`src/rtl/rom_read_arbiter_if.sv`:
```
// Reader/ROM bundle for rom_read_arbiter: client requests, grants, responses and the ROM port.
interface rom_read_arbiter_if #(
  parameter int NUM_REQ    = 4,
  parameter int DATA_WIDTH = 8,
  parameter int ADDR_WIDTH = 4
);
  logic [NUM_REQ-1:0]            req;
  logic [NUM_REQ*ADDR_WIDTH-1:0] req_addr;
  logic [NUM_REQ-1:0]            gnt;
  logic [NUM_REQ-1:0]            rsp_valid;
  logic [DATA_WIDTH-1:0]         rsp_data;
  logic [ADDR_WIDTH-1:0]         rom_addr;
  logic [DATA_WIDTH-1:0]         rom_dout;

  modport master (
    output req, req_addr, rom_dout,
    input  gnt, rsp_valid, rsp_data, rom_addr
  );

  modport slave (
    input  req, req_addr, rom_dout,
    output gnt, rsp_valid, rsp_data, rom_addr
  );
endinterface

```
`src/rtl/rom_read_arbiter.sv`:
```
// Round-robin arbiter sharing one synchronous-read ROM among NUM_REQ readers.
// Optional grant/conflict statistics counters: define ROM_READ_ARBITER_STATS_EN.
module rom_read_arbiter #(
  parameter int NUM_REQ     = 4,
  parameter int DATA_WIDTH  = 8,
  parameter int ADDR_WIDTH  = 4,
  parameter int ROM_LATENCY = 1
) (
  input  logic clk,
  input  logic rst,
  rom_read_arbiter_if.slave bus
`ifdef ROM_READ_ARBITER_STATS_EN
  ,
  output logic [NUM_REQ*16-1:0] stat_gnt_cnt,
  output logic [15:0]           stat_conflict_cnt
`endif
);

  localparam int PTR_W = (NUM_REQ > 1) ? $clog2(NUM_REQ) : 1;

  logic [PTR_W-1:0]      ptr;
  logic [PTR_W-1:0]      idx;
  logic [PTR_W-1:0]      winner;
  logic                  any_gnt;
  logic [NUM_REQ-1:0]    gnt;
  logic [ADDR_WIDTH-1:0] win_addr;
  logic [ADDR_WIDTH-1:0] addr_hold;
  logic                  tag_vld_p [ROM_LATENCY];
  logic [NUM_REQ-1:0]    tag_id_p  [ROM_LATENCY];

  // Scan starts at ptr and wraps; grant is suppressed while reset is held.
  always_comb begin
    idx      = '0;
    any_gnt  = 1'b0;
    winner   = '0;
    win_addr = '0;
    for (int i = 0; i < NUM_REQ; i++) begin
      idx = PTR_W'((int'(ptr) + i) % NUM_REQ);
      if (!any_gnt && bus.req[idx]) begin
        any_gnt = 1'b1;
        winner  = idx;
      end
    end
    any_gnt = any_gnt & ~rst;
    for (int i = 0; i < NUM_REQ; i++) begin
      if (winner == PTR_W'(i)) win_addr = bus.req_addr[i*ADDR_WIDTH +: ADDR_WIDTH];
    end
  end

  assign gnt          = any_gnt ? (NUM_REQ'(1) << winner) : '0;
  assign bus.gnt      = gnt;
  assign bus.rom_addr = any_gnt ? win_addr : addr_hold;
  assign bus.rsp_data = bus.rom_dout;
  assign bus.rsp_valid = tag_vld_p[ROM_LATENCY-1] ? tag_id_p[ROM_LATENCY-1] : '0;

  always_ff @(posedge clk or posedge rst) begin
    if (rst) begin
      ptr       <= '0;
      addr_hold <= '0;
    end else if (any_gnt) begin
      ptr       <= (winner == PTR_W'(NUM_REQ-1)) ? '0 : winner + PTR_W'(1);
      addr_hold <= win_addr;
    end
  end

  // Stage p0 captures the grant on the ROM address edge; last stage aligns with rom_dout.
  always_ff @(posedge clk or posedge rst) begin
    if (rst) begin
      for (int i = 0; i < ROM_LATENCY; i++) begin
        tag_vld_p[i] <= 1'b0;
        tag_id_p[i]  <= '0;
      end
    end else begin
      tag_vld_p[0] <= any_gnt;
      tag_id_p[0]  <= gnt;
      for (int i = 1; i < ROM_LATENCY; i++) begin
        tag_vld_p[i] <= tag_vld_p[i-1];
        tag_id_p[i]  <= tag_id_p[i-1];
      end
    end
  end

`ifdef ROM_READ_ARBITER_STATS_EN
  logic [15:0] gnt_cnt [NUM_REQ];
  logic [15:0] conflict_cnt;

  always_ff @(posedge clk or posedge rst) begin
    if (rst) begin
      for (int i = 0; i < NUM_REQ; i++) gnt_cnt[i] <= '0;
      conflict_cnt <= '0;
    end else begin
      for (int i = 0; i < NUM_REQ; i++) begin
        if (gnt[i] && gnt_cnt[i] != 16'hFFFF) gnt_cnt[i] <= gnt_cnt[i] + 16'd1;
      end
      if ($countones(bus.req) >= 2 && conflict_cnt != 16'hFFFF)
        conflict_cnt <= conflict_cnt + 16'd1;
    end
  end

  always_comb begin
    stat_gnt_cnt = '0;
    for (int i = 0; i < NUM_REQ; i++) stat_gnt_cnt[i*16 +: 16] = gnt_cnt[i];
  end
  assign stat_conflict_cnt = conflict_cnt;
`endif

endmodule

```
`src/flat_wrapper.sv`:
```
// flat-port wrapper written by rule: the top's interface ports become plain ports
module rom_read_arbiter_flat 
#(
  parameter int NUM_REQ     = 4,
  parameter int DATA_WIDTH  = 8,
  parameter int ADDR_WIDTH  = 4,
  parameter int ROM_LATENCY = 1
)
  (clk, rst, bus_req, bus_req_addr, bus_rom_dout, bus_gnt, bus_rsp_valid, bus_rsp_data, bus_rom_addr);
  rom_read_arbiter_if #(.NUM_REQ(NUM_REQ), .DATA_WIDTH(DATA_WIDTH), .ADDR_WIDTH(ADDR_WIDTH)) bus_i ();
  input  logic clk;
  input  logic rst;
  input wire logic [$bits(bus_i.req)-1:0] bus_req;
  input wire logic [$bits(bus_i.req_addr)-1:0] bus_req_addr;
  input wire logic [$bits(bus_i.rom_dout)-1:0] bus_rom_dout;
  output wire logic [$bits(bus_i.gnt)-1:0] bus_gnt;
  output wire logic [$bits(bus_i.rsp_valid)-1:0] bus_rsp_valid;
  output wire logic [$bits(bus_i.rsp_data)-1:0] bus_rsp_data;
  output wire logic [$bits(bus_i.rom_addr)-1:0] bus_rom_addr;
  assign bus_i.req = bus_req;
  assign bus_i.req_addr = bus_req_addr;
  assign bus_i.rom_dout = bus_rom_dout;
  assign bus_gnt = bus_i.gnt;
  assign bus_rsp_valid = bus_i.rsp_valid;
  assign bus_rsp_data = bus_i.rsp_data;
  assign bus_rom_addr = bus_i.rom_addr;
  rom_read_arbiter #(.NUM_REQ(NUM_REQ), .DATA_WIDTH(DATA_WIDTH), .ADDR_WIDTH(ADDR_WIDTH), .ROM_LATENCY(ROM_LATENCY)) u_core (.clk(clk), .rst(rst), .bus(bus_i));
endmodule
```
`config.mk`:
```
export PLATFORM = sky130hd
export DESIGN_NAME = rom_read_arbiter_flat
export DESIGN_NICKNAME = d
export VERILOG_FILES = /design/src/rtl/rom_read_arbiter_if.sv /design/src/rtl/rom_read_arbiter.sv /design/src/flat_wrapper.sv
export SDC_FILE = /design/constraint.sdc
export NUM_CORES = 1
export LEC_CHECK = 0
export BUFFER_PORTS_ARGS = -buffer_cell sky130_fd_sc_hd__buf_2
export CAP_MARGIN = 20
export CORE_ASPECT_RATIO = 1.25
export CORE_UTILIZATION = 37
export CTS_CLUSTER_SIZE = 25
export DETAILED_ROUTE_END_ITERATION = 10
export HOLD_SLACK_MARGIN = 0.08
export PLACE_DENSITY_LB_ADDON = 0.25
export SYNTH_ARGS = -nofsm -noshare
export SYNTH_HDL_FRONTEND = slang
export SYNTH_SLANG_ARGS = --single-unit
```
`constraint.sdc`:
```
create_clock -name clk -period 3.11 [get_ports clk]
set_input_delay 0.7775 -clock clk [delete_from_list [all_inputs] [get_ports clk]]
set_output_delay 0.7775 -clock clk [all_outputs]
set_load 0.05 [all_outputs]
```
==> insert_results.sql, run 1 <==
INSERT INTO impl_metrics (metric_group, metric, value, unit) VALUES
('detailed_routing', 'ant_nets', '0', ''),
('worst_setup_path', 'worst_ep_arrival_time', '2.64', 'ns'),
('power', 'netSwitchingFraction', '44.6', '%'),
('detailed_routing', 'routed_wire_length', '2000', 'µm'),
('place', 'placed_area', '0.00104', 'mm²'),
('finish', 'final_cell_count_no_fill', '147', ''),
('worst_setup_path', 'worst-endpoint-required', '2.33', 'ns'),
('status', 'violations', 'setup timing', ''),
('synth', 'synth.yosys.seq_area_share', '36.0', '%'),
('sta', 'fin_hold_ws', '0.361', 'ns'),
('clocking', 'ctsHtreeMaxLevel', '1', ''),
('power', 'power.leakage', '0.604', 'nW'),
('power', 'comb_power_share', '69.5', '%'),
('floorplanning', 'total_i_o_pin_count', '50', ''),
('floorplanning', 'dieArea', '0.00225', 'mm²'),
('sta', 'setup_violations', '6', ''),
('synth', 'synth.cells.most_frequent', 'sky130_fd_sc_hd__dfrtp_1 (11), sky130_fd_sc_hd__a21oi_1 (9), sky130_fd_sc_hd__buf_4 (8)', ''),
('global_routing', 'antenna_found_initial', '0', ''),
('synth', 'synth_fp_nets', '118', ''),
('finish', 'syn2layout_area_growth', '62.2', '%'),
('finish', 'finalNetCount', '162', ''),
('worst_setup_path', 'critical_path.startpoint_type', 'input pin', ''),
('sta', 'maxClockFrequency', '293', 'MHz'),
('min_path', 'hold_path_class', 'in -> async', ''),
('detailed_routing', 'routed_via_density', '5.25', ''),
('global_routing', 'globalRouteOverflowTotal', '0', ''),
('synth', 'netlist_instances', '84', ''),
('detailed_routing', 'wl_per_cell', '13.6', 'µm'),
('synth', 'synth_enable_flop_cells', '0', ''),
('status', 'outcome', 'finished, violations left', ''),
('detailed_routing', 'drt_iter0_markers', '10', ''),
('worst_setup_path', 'type_of_element_capturing_the_critical_path', 'output pin', ''),
('global_routing', 'grt_max_degree', '18', ''),
('finish', 'drive_above_1_share', '56.7', '%'),
('worst_setup_path', 'cell_occurring_most_often_along_the_worst_timing_path', 'sky130_fd_sc_hd__buf_6', ''),
('worst_setup_path', 'crit_path_start', 'bus_req[1]', ''),
('worst_setup_path', 'critical_path_peak_fanout', '9', ''),
('run', 'max_cap_violations', '0', ''),
('sta', 'period_share', '110', '%'),
('detailed_routing', 'drt_pass1_iterations', '4', ''),
('sta', 'timing.final.ws_setup', '-0.306', 'ns'),
('detailed_routing', 'vias', '772', ''),
('place', 'routabilityCongestion', '0.791', ''),
('floorplanning', 'die_w', '42.7', 'µm'),
('clocking', 'tritoncts', 'done', ''),
('worst_setup_path', 'critPathSlowestCell', 'sky130_fd_sc_hd__or4_4', ''),
('sta', 'tightest_slew', '0.446', 'ns'),
('power', 'seq_power_share', '20.8', '%'),
('power', 'intPower', '574', 'µW'),
('synth', 'synth_ff_type', 'sky130_fd_sc_hd__dfrtp_1', ''),
('power', 'ir_worst_vdd', '0.000378', 'V'),
('synth', 'mappedNetlistArea', '764', 'µm²'),
('worst_setup_path', 'reg2reg_from', 'u_core.ptr[1]', ''),
('finish', 'stdcell_area', '0.00124', 'mm²'),
('synth', 'synth_top_cell_area_share', '36.0', '%'),
('worst_setup_path', 'r2r_slack', '0.92', 'ns'),
('global_routing', 'grt.total_usage', '18.4', '%'),
('synth', 'yosys-top-cells-area', 'sky130_fd_sc_hd__dfrtp_1 (36%), sky130_fd_sc_hd__buf_4 (7.9%), sky130_fd_sc_hd__ha_1 (6.5%)', ''),
('worst_setup_path', 'crit_type', 'in -> out', ''),
('clocking', 'insertion_delay', '0.27', 'ns'),
('synth', 'number_of_unique_standard_cell_types_used_by_synthesis', '24', ''),
('worst_setup_path', 'crit_cells', '8', ''),
('worst_setup_path', 'setup.worst_path.end', 'bus_rom_addr[2]', ''),
('floorplanning', 'start_util', '39.0', '%'),
('clocking', 'cts_max_path_buffers', '2', ''),
('sta', 'worst_slew_margin_rel', '70.3', '%'),
('power', 'net-switching-power', '462', 'µW'),
('synth', 'yosys.area.top_type', 'sky130_fd_sc_hd__dfrtp_1', ''),
('sta', 'final-hold-violation-count', '0', ''),
('power', 'power.share.clock', '9.7', '%'),
('floorplanning', 'die_h', '52.8', 'µm');
-- logic make-up (layout without fill, tap and decap cells) --
family	after synthesis	in the layout	synth area share (%)
buffers and inverters	18	61	13.9
flip-flops	11	11	36.0
adder cells (fa/ha/maj)	4	4	6.55
AO/OA/AOI/OAI	22	22	19.5
AND/OR/NAND/NOR	28	28	22.1
multiplexers	1	1	1.96
-- routing by layer --
metal  global-route usage (%)  share of wire [%]  up-vias  routed length, µm
li1                         -                  -      379                  -
met1                     22.9                 42      367                848
met2                     31.3                 53       22               1050
met3                     2.41                3.5        4                 69
met4                     7.81                1.3        0                 26
met5                        0                  0        -                  0
-- how the worst min path moves through the flow --
| stage | startpoint | to | slack, ns | depth (start not counted) |
|---|---|---|---|---|
| after floorplan | u_core.ptr[1] | u_core.ptr[1] | 0.54 | 1 |
| after global placement | u_core.addr_hold[1] | u_core.addr_hold[1] | 0.54 | 2 |
| after global routing | rst | u_core.ptr[0] | 0.36 | 2 |
| after detailed placement | u_core.addr_hold[3] | u_core.addr_hold[3] | 0.55 | 2 |
| after CTS | rst | u_core.ptr[0] | 0.36 | 2 |
| final | rst | u_core.ptr[0] | 0.36 | 2 |
-- flip-flops by register name, indices dropped and copies added, names as in the netlist --
name and count:
u_core.ptr 2, u_core.tag_vld_p 1, u_core.addr_hold 4, u_core.tag_id_p 4
-- area by class of cell --
class / instances / area, µm² / share of cell area, %
timing repair buffer: 52 / 364 / 29.4
sequential: 11 / 275 / 22.2
inverter: 5 / 18.8 / 1.51
tap: 20 / 25.0 / 2.02
clock inverter: 1 / 5.00 / 0.404
clock buffer: 3 / 22.5 / 1.82
multi-input combinational: 55 / 529 / 42.7
-- cell usage in the layout, fill, tap and decap left out, types with 5 or more instances in the layout --
cell type,instances
sky130_fd_sc_hd__buf_2,24
sky130_fd_sc_hd__buf_4,18
sky130_fd_sc_hd__dfrtp_1,11
sky130_fd_sc_hd__a21oi_1,8
sky130_fd_sc_hd__buf_6,7
sky130_fd_sc_hd__inv_1,5
sky130_fd_sc_hd__and2_1,5
sky130_fd_sc_hd__nand2_1,5
sky130_fd_sc_hd__clkbuf_4,5
-- timing repair --
action	4_1_cts	5_1_grt
resized for setup	24	5
setup endpoints to repair	8	8
pin swaps	2	3
buffers inserted	4	2
-- through the flow --
step | power (mW) | utilization, %
floorplan | 0.672 | -
global placement | 0.776 | 53.2
detailed placement | 0.789 | 53.2
CTS | 0.996 | 61.0
global route | 1.10 | 63.3
finish | 1.04 | 63.3
-- power by group through the flow --
| stage | registers [mW] | logic (mW) | clock network (mW) |
|---|---|---|---|
| floorplan | 0.207 | 0.465 | 0 |
| global placement | 0.213 | 0.564 | 0 |
| detailed placement | 0.214 | 0.575 | 0 |
| CTS | 0.216 | 0.679 | 0.101 |
| global route | 0.223 | 0.765 | 0.108 |
| finish | 0.215 | 0.720 | 0.101 |
No activity file was read; power rests on OpenSTA's default activity.
==> inputs of run 2 (changes only) <==
--- a/config.mk
+++ b/config.mk
@@ -8,10 +8,11 @@
 export BUFFER_PORTS_ARGS = -buffer_cell sky130_fd_sc_hd__buf_2
 export CAP_MARGIN = 20
 export CORE_ASPECT_RATIO = 1.25
+export CORE_MARGIN = 3
 export CORE_UTILIZATION = 37
 export CTS_CLUSTER_SIZE = 25
 export DETAILED_ROUTE_END_ITERATION = 10
-export HOLD_SLACK_MARGIN = 0.08
+export HOLD_SLACK_MARGIN = 0.1
 export PLACE_DENSITY_LB_ADDON = 0.25
 export SYNTH_ARGS = -nofsm -noshare
 export SYNTH_HDL_FRONTEND = slang
==> insert_results.sql, run 2 (synthesis results as in run 1) <==
INSERT INTO impl_metrics (metric_group, metric, value, unit) VALUES
('finish', 'syn2layout_area_growth', '64.0', '%'),
('place', 'cell_total_after_placement', '139', ''),
('worst_setup_path', 'worstPathCellList', 'buf_6 > or4_4 > and3_4 > ha_4 > nand3b_1 > a221o_1 > a31oi_4 > buf_6', ''),
('finish', 'final_cell_mix', 'sky130_fd_sc_hd__buf_2 (24), sky130_fd_sc_hd__buf_4 (19), sky130_fd_sc_hd__dfrtp_1 (11)', ''),
('sta', 'fin_crit', '3.41', 'ns'),
('global_routing', 'globalRouteOverflowTotal', '0', ''),
('power', 'power_density', '825', 'mW/mm²'),
('finish', 'final_common_cell', 'sky130_fd_sc_hd__buf_2', ''),
('power', 'net-switching-power', '463', 'µW'),
('global_routing', 'grt.total_usage', '17.5', '%'),
('power', 'power.share.clock', '9.5', '%'),
('floorplanning', 'std_cell_rows', '17', ''),
('worst_setup_path', 'critPathBufInv', '2', ''),
('worst_setup_path', 'regToRegEndpoint', 'u_core.addr_hold[1]', ''),
('sta', 'rsz0062_at_grt', 'yes', ''),
('worst_setup_path', 'type_of_element_capturing_the_critical_path', 'output pin', ''),
('power', 'power.leakage', '0.616', 'nW'),
('detailed_routing', 'drt_iter0_markers', '10', ''),
('worst_setup_path', 'crit_path_start', 'bus_req[1]', ''),
('sta', 'final.setup.tns', '-1.27', 'ns'),
('worst_setup_path', 'worst-endpoint-required', '2.33', 'ns'),
('global_routing', 'grt_pass1_wl', '3520', 'µm'),
('global_routing', 'grt_max_degree', '11', ''),
('sta', 'final-hold-violation-count', '0', ''),
('detailed_routing', 'routed_wire_length', '2310', 'µm'),
('clocking', 'clock_pin_slew_worst_setup_and_hold_paths', '0.08', 'ns'),
('detailed_routing', 'drt_pass1_iterations', '2', ''),
('global_routing', 'antenna_found_initial', '0', ''),
('sta', 'setup_violations', '5', ''),
('finish', 'finalNetCount', '163', ''),
('sta', 'maxClockFrequency', '293', 'MHz'),
('floorplanning', 'core_area', '0.00185', 'mm²'),
('global_routing', 'first_global_vias', '793', ''),
('power', 'power_total', '1.03', 'mW'),
('floorplanning', 'dieArea', '0.00265', 'mm²'),
('place', 'detailed_place_hpwl', '1730', 'µm'),
('clocking', 'cts_max_path_buffers', '2', ''),
('worst_setup_path', 'critical_path.startpoint_type', 'input pin', ''),
('worst_setup_path', 'worst_ep_arrival_time', '2.63', 'ns'),
('worst_setup_path', 'timing.critical_path.max_delay_family', 'simple AND/OR/NAND/NOR gates', ''),
('clocking', 'ctsHtreeMaxLevel', '1', ''),
('power', 'seq_power_share', '21.0', '%'),
('sta', 'drv_slew', '0', ''),
('sta', 'fin_skew', '0.00923', 'ns'),
('detailed_routing', 'ant_nets', '0', ''),
('floorplanning', 'die_w', '46.7', 'µm'),
('worst_setup_path', 'critPathSlowestCell', 'sky130_fd_sc_hd__or4_4', ''),
('floorplanning', 'total_i_o_pin_count', '50', ''),
('detailed_routing', 'vias', '782', ''),
('power', 'ir_worst_vdd', '0.000399', 'V'),
('clocking', 'numClockSinks', '11', ''),
('worst_setup_path', 'critical_path_peak_fanout', '6', ''),
('clocking', 'cts_root_buffer', 'sky130_fd_sc_hd__clkbuf_4', ''),
('run', 'max_cap_violations', '0', ''),
('detailed_routing', 'routed_via_density', '5.32', ''),
('place', 'routabilityCongestion', '0.806', ''),
('power', 'intPower', '572', 'µW'),
('sta', 'period_share', '110', '%'),
('finish', 'reg.largest.list', 'u_core.addr_hold (4), u_core.tag_id_p (4), u_core.ptr (2)', ''),
('floorplanning', 'start_util', '41.3', '%'),
('status', 'violations', 'setup timing', ''),
('power', 'comb_power_share', '69.5', '%'),
('clocking', 'cts-buffers-inserted', '3', ''),
('finish', 'num_antenna_cells', '0', ''),
('worst_setup_path', 'cp_slowest_stage_delay', '0.55', 'ns'),
('worst_setup_path', 'crit_type', 'in -> out', ''),
('finish', 'drive_above_1_share', '57.0', '%'),
('min_path', 'hold_path_class', 'in -> async', ''),
('floorplanning', 'die_h', '56.8', 'µm'),
('sta', 'timing.final.ws_setup', '-0.299', 'ns'),
('worst_setup_path', 'rr_worst_depth', '9', ''),
('finish', 'num-fill-cells', '153', ''),
('worst_setup_path', 'r2r_slack', '0.92', 'ns'),
('clocking', 'tritoncts', 'done', ''),
('detailed_routing', 'wl_per_cell', '15.7', 'µm'),
('worst_setup_path', 'cell_occurring_most_often_along_the_worst_timing_path', 'sky130_fd_sc_hd__buf_6', ''),
('sta', 'tightest_slew', '0.293', 'ns'),
('sta', 'worst_slew_margin_rel', '80.5', '%'),
('finish', 'final_cell_count_no_fill', '147', ''),
('worst_setup_path', 'reg2reg_from', 'u_core.ptr[1]', ''),
('detailed_routing', 'drc_errors', '0', ''),
('clocking', 'insertion_delay', '0.27', 'ns'),
('sta', 'fin_hold_ws', '0.510', 'ns'),
('power', 'netSwitchingFraction', '44.7', '%'),
('status', 'outcome', 'finished, violations left', ''),
('place', 'buffer_ports.inserted', '33', '');
[run 2: stage by stage]
step                setup WS (ns)  area (µm²)  util (%)
floorplan                  -0.303         851         -
global placement           -0.421        1060      57.5
detailed placement         -0.466        1060      57.5
CTS                        -0.297        1210      65.4
global route               -0.361        1250      67.7
finish                     -0.299        1250      67.7
[run 2: worst reg2reg max path: cells and delay by family, from the launching register on]
family	cells	cell delay [ns]
AO/OA/AOI/OAI	3	0.63
AND/OR/NAND/NOR	3	0.61
flip-flops	1	0.44
buffers and inverters	2	0.28
adder cells (fa/ha/maj)	1	0.17
[run 2: layout make-up]
type / instances / area (µm²) / share of cell area (%)
multi-input cells: 55 / 529 / 42.2
flip-flops and latches: 11 / 275 / 22.0
repair buffers: 53 / 379 / 30.2
inverters: 5 / 18.8 / 1.50
clock inverters: 1 / 5.00 / 0.399
well taps: 19 / 23.8 / 1.90
clock buffers: 3 / 22.5 / 1.80
[run 2: how the worst max path moves through the flow]
stage | endpoint | depth (start not counted)
after floorplan | bus_rom_addr[0] | 7
after global placement | bus_rom_addr[1] | 8
after detailed placement | bus_rom_addr[3] | 10
after CTS | bus_rom_addr[3] | 8
after global routing | bus_rom_addr[2] | 8
final | bus_rom_addr[2] | 8
[run 2: routing by layer]
layer	up-vias	share of wire, %	global-route usage, %
li1	385	-	-
met1	368	37	19.6
met2	25	55	30.5
met3	4	6.5	3.85
met4	0	1.3	6.72
met5	-	0	0
[run 2: what timing repair did]
item / 4_1_cts / 5_1_grt
setup endpoints to repair: 8 / 8
pin swaps: 3 / 3
setup buffers: 2 / 3
gates resized for setup: 25 / 5
hold buffers: 0 / 0
[run 2: power groups by stage]
stage | Clock, mW | Combinational (mW) | Sequential (mW)
after floorplan | 0 | 0.465 | 0.207
final | 0.0979 | 0.719 | 0.217
after global placement | 0 | 0.572 | 0.213
after CTS | 0.100 | 0.682 | 0.218
after detailed placement | 0 | 0.582 | 0.217
after global routing | 0.108 | 0.765 | 0.223
==> inputs of run 3 (changes only) <==
--- a/config.mk
+++ b/config.mk
@@ -9,7 +9,7 @@
 export CAP_MARGIN = 20
 export CORE_ASPECT_RATIO = 1.25
 export CORE_MARGIN = 3
-export CORE_UTILIZATION = 37
+export CORE_UTILIZATION = 44
 export CTS_CLUSTER_SIZE = 25
 export DETAILED_ROUTE_END_ITERATION = 10
 export HOLD_SLACK_MARGIN = 0.1
==> constraint.sdc (replaced) <==
create_clock -name clk -period 4.28 [get_ports clk]
set_input_delay 1.07 -clock clk [delete_from_list [all_inputs] [get_ports clk]]
set_output_delay 1.07 -clock clk [all_outputs]
set_load 0.05 [all_outputs]
==> insert_results.sql, run 3 (synthesis results as in run 1) <==
INSERT INTO impl_metrics (metric_group, metric, value, unit) VALUES
('status', 'outcome', 'completed', ''),
('clocking', 'post_cts_resized', '0', ''),
('sta', 'final-hold-violation-count', '0', ''),
('global_routing', 'grt.total_usage', '16.5', '%'),
('run', 'max_cap_violations', '0', ''),
('finish', 'final_common_cell', 'sky130_fd_sc_hd__buf_2', ''),
('sta', 'setup_violations', '0', ''),
('sta', 'maxClockFrequency', '238', 'MHz'),
('floorplanning', 'die_h', '52.6', 'µm'),
('detailed_routing', 'routed_wire_length', '1760', 'µm'),
('clocking', 'tritoncts', 'done', ''),
('finish', 'reg.largest.list', 'u_core.addr_hold (4), u_core.tag_id_p (4), u_core.ptr (2)', ''),
('floorplanning', 'start_util', '47.7', '%'),
('floorplanning', 'dieArea', '0.00228', 'mm²'),
('clocking', 'cts_setup_buffers', '0', ''),
('detailed_routing', 'ant_nets', '0', ''),
('floorplanning', 'std_cell_rows', '16', ''),
('power', 'ir_worst_vdd', '0.000324', 'V'),
('worst_setup_path', 'regToRegEndpoint', 'u_core.addr_hold[1]', ''),
('min_path', 'hold_path_depth', '2', ''),
('detailed_routing', 'wl_per_cell', '13.7', 'µm'),
('global_routing', 'grt_pass1_wl', '2750', 'µm'),
('worst_setup_path', 'rr_worst_depth', '7', ''),
('detailed_routing', 'routed_via_density', '5.49', ''),
('sta', 'fin_skew', '0.00922', 'ns'),
('detailed_routing', 'drc_errors', '0', ''),
('min_path', 'hold_path_class', 'reg -> reg', ''),
('clocking', 'ctsHtreeMaxLevel', '1', ''),
('worst_setup_path', 'critical_path_peak_fanout', '9', ''),
('power', 'power_density', '621', 'mW/mm²'),
('detailed_routing', 'vias', '703', ''),
('finish', 'final_cell_count_no_fill', '128', ''),
('place', 'detailed_place_hpwl', '1380', 'µm'),
('sta', 'drv_slew', '0', ''),
('global_routing', 'globalRouteOverflowTotal', '0', ''),
('detailed_routing', 'drt_pass1_iterations', '4', ''),
('power', 'power_total', '609', 'µW'),
('worst_setup_path', 'type_of_element_capturing_the_critical_path', 'output pin', ''),
('clocking', 'cts_root_buffer', 'sky130_fd_sc_hd__clkbuf_4', ''),
('sta', 'worst_slew_margin_rel', '65.1', '%'),
('power', 'power.leakage', '0.497', 'nW'),
('place', 'cell_total_after_placement', '124', ''),
('finish', 'syn2layout_area_growth', '28.2', '%'),
('global_routing', 'antenna_found_initial', '0', ''),
('finish', 'num_antenna_cells', '0', ''),
('worst_setup_path', 'crit_path_start', 'bus_req[1]', ''),
('sta', 'period_share', '98.3', '%'),
('finish', 'drive_above_1_share', '40.0', '%'),
('floorplanning', 'die_w', '43.3', 'µm'),
('place', 'routabilityCongestion', '0.798', ''),
('clocking', 'cts_max_path_buffers', '2', ''),
('clocking', 'numClockSinks', '11', ''),
('worst_setup_path', 'critical_path.startpoint_type', 'input pin', ''),
('worst_setup_path', 'crit_type', 'in -> out', ''),
('worst_setup_path', 'setup.worst_path.end', 'bus_rom_addr[2]', ''),
('global_routing', 'first_global_vias', '657', ''),
('finish', 'finalNetCount', '145', ''),
('clocking', 'cts-buffers-inserted', '3', ''),
('sta', 'fin_crit', '4.21', 'ns'),
('clocking', 'insertion_delay', '0.27', 'ns'),
('sta', 'final.setup.tns', '0', 'ns'),
('detailed_routing', 'drt_iter0_markers', '6', ''),
('min_path', 'hold_path_startpoint', 'u_core.addr_hold[3]', ''),
('worst_setup_path', 'reg2reg_from', 'u_core.ptr[1]', ''),
('finish', 'final_cell_mix', 'sky130_fd_sc_hd__buf_2 (29), sky130_fd_sc_hd__dfrtp_1 (11), sky130_fd_sc_hd__a21oi_1 (9)', ''),
('clocking', 'cts_hold_repair.buffers', '0', ''),
('clocking', 'clock_pin_slew_worst_setup_and_hold_paths', '0.07', 'ns'),
('worst_setup_path', 'r2r_slack', '2.11', 'ns'),
('global_routing', 'grt_max_degree', '22', ''),
('place', 'buffer_ports.inserted', '33', ''),
('worst_setup_path', 'worst_ep_arrival_time', '3.14', 'ns'),
('worst_setup_path', 'worst-endpoint-required', '3.21', 'ns'),
('finish', 'final_core_util', '61.2', '%'),
('sta', 'tightest_slew', '0.524', 'ns'),
('floorplanning', 'core_area', '0.00160', 'mm²'),
('floorplanning', 'total_i_o_pin_count', '50', '');
[run 3: changes by cell type in the layout (fill, tap and decap cells not counted), moves of 2 or more]
cell / delta
sky130_fd_sc_hd__buf_4: -15
sky130_fd_sc_hd__buf_6: -8
sky130_fd_sc_hd__buf_2: +5
sky130_fd_sc_hd__ha_1: +3
sky130_fd_sc_hd__and3_1: +2
sky130_fd_sc_hd__and3_4: -2
sky130_fd_sc_hd__ha_4: -2
[run 3: where the power goes]
| part | switching [mW] | leakage, nW | internal, mW |
|---|---|---|---|
| clock network | 0.0340 | 0.0150 | 0.0360 |
| logic | 0.237 | 0.347 | 0.147 |
| registers | 0.0169 | 0.135 | 0.137 |
[run 3: area by class of cell]
class / count / area [µm²]
Sequential cell: 11 / 275
Fill cell: 144 / 622
Timing Repair Buffer: 35 / 194
Multi-Input combinational cell: 55 / 443
Inverter: 5 / 18.8
Clock buffer: 4 / 26.3
Tap cell: 18 / 22.5
[run 3: worst max-delay path: stages]
cell and delay (ns):
sky130_fd_sc_hd__buf_2 0.12, sky130_fd_sc_hd__or4_4 0.54, sky130_fd_sc_hd__and3_1 0.18, sky130_fd_sc_hd__ha_1 0.29, sky130_fd_sc_hd__nand3b_1 0.19, sky130_fd_sc_hd__a221o_1 0.34, sky130_fd_sc_hd__a31oi_4 0.17, sky130_fd_sc_hd__clkbuf_4 0.25
[run 3: how the worst min path moves through the flow]
| stage | end | slack (ns) |
|---|---|---|
| final | u_core.addr_hold[3] | 0.56 |
| after floorplan | u_core.ptr[1] | 0.54 |
| after CTS | u_core.addr_hold[3] | 0.56 |
| after detailed placement | u_core.addr_hold[3] | 0.54 |
| after global placement | u_core.addr_hold[3] | 0.54 |
| after global routing | u_core.addr_hold[2] | 0.59 |
[run 3: layer usage]
layer  vias to the layer above  share of wire, %  global-route usage, %
li1                        345                 -                      -
met1                       323                41                   18.1
met2                        31                50                   27.8
met3                         4               6.7                   4.81
met4                         0               2.6                   9.55
met5                         -                 0                      0
[run 3: stage by stage]
step / setup slack [ns] / instance area (µm²) / hold slack (ns)
after floorplan: 0.154 / 825 / 0.537
after global placement: 0.0598 / 940 / 0.540
after detailed placement: 0.0145 / 940 / 0.545
after CTS: 0.0169 / 966 / 0.562
after global routing: -0.00121 / 980 / 0.593
final: 0.0719 / 980 / 0.562
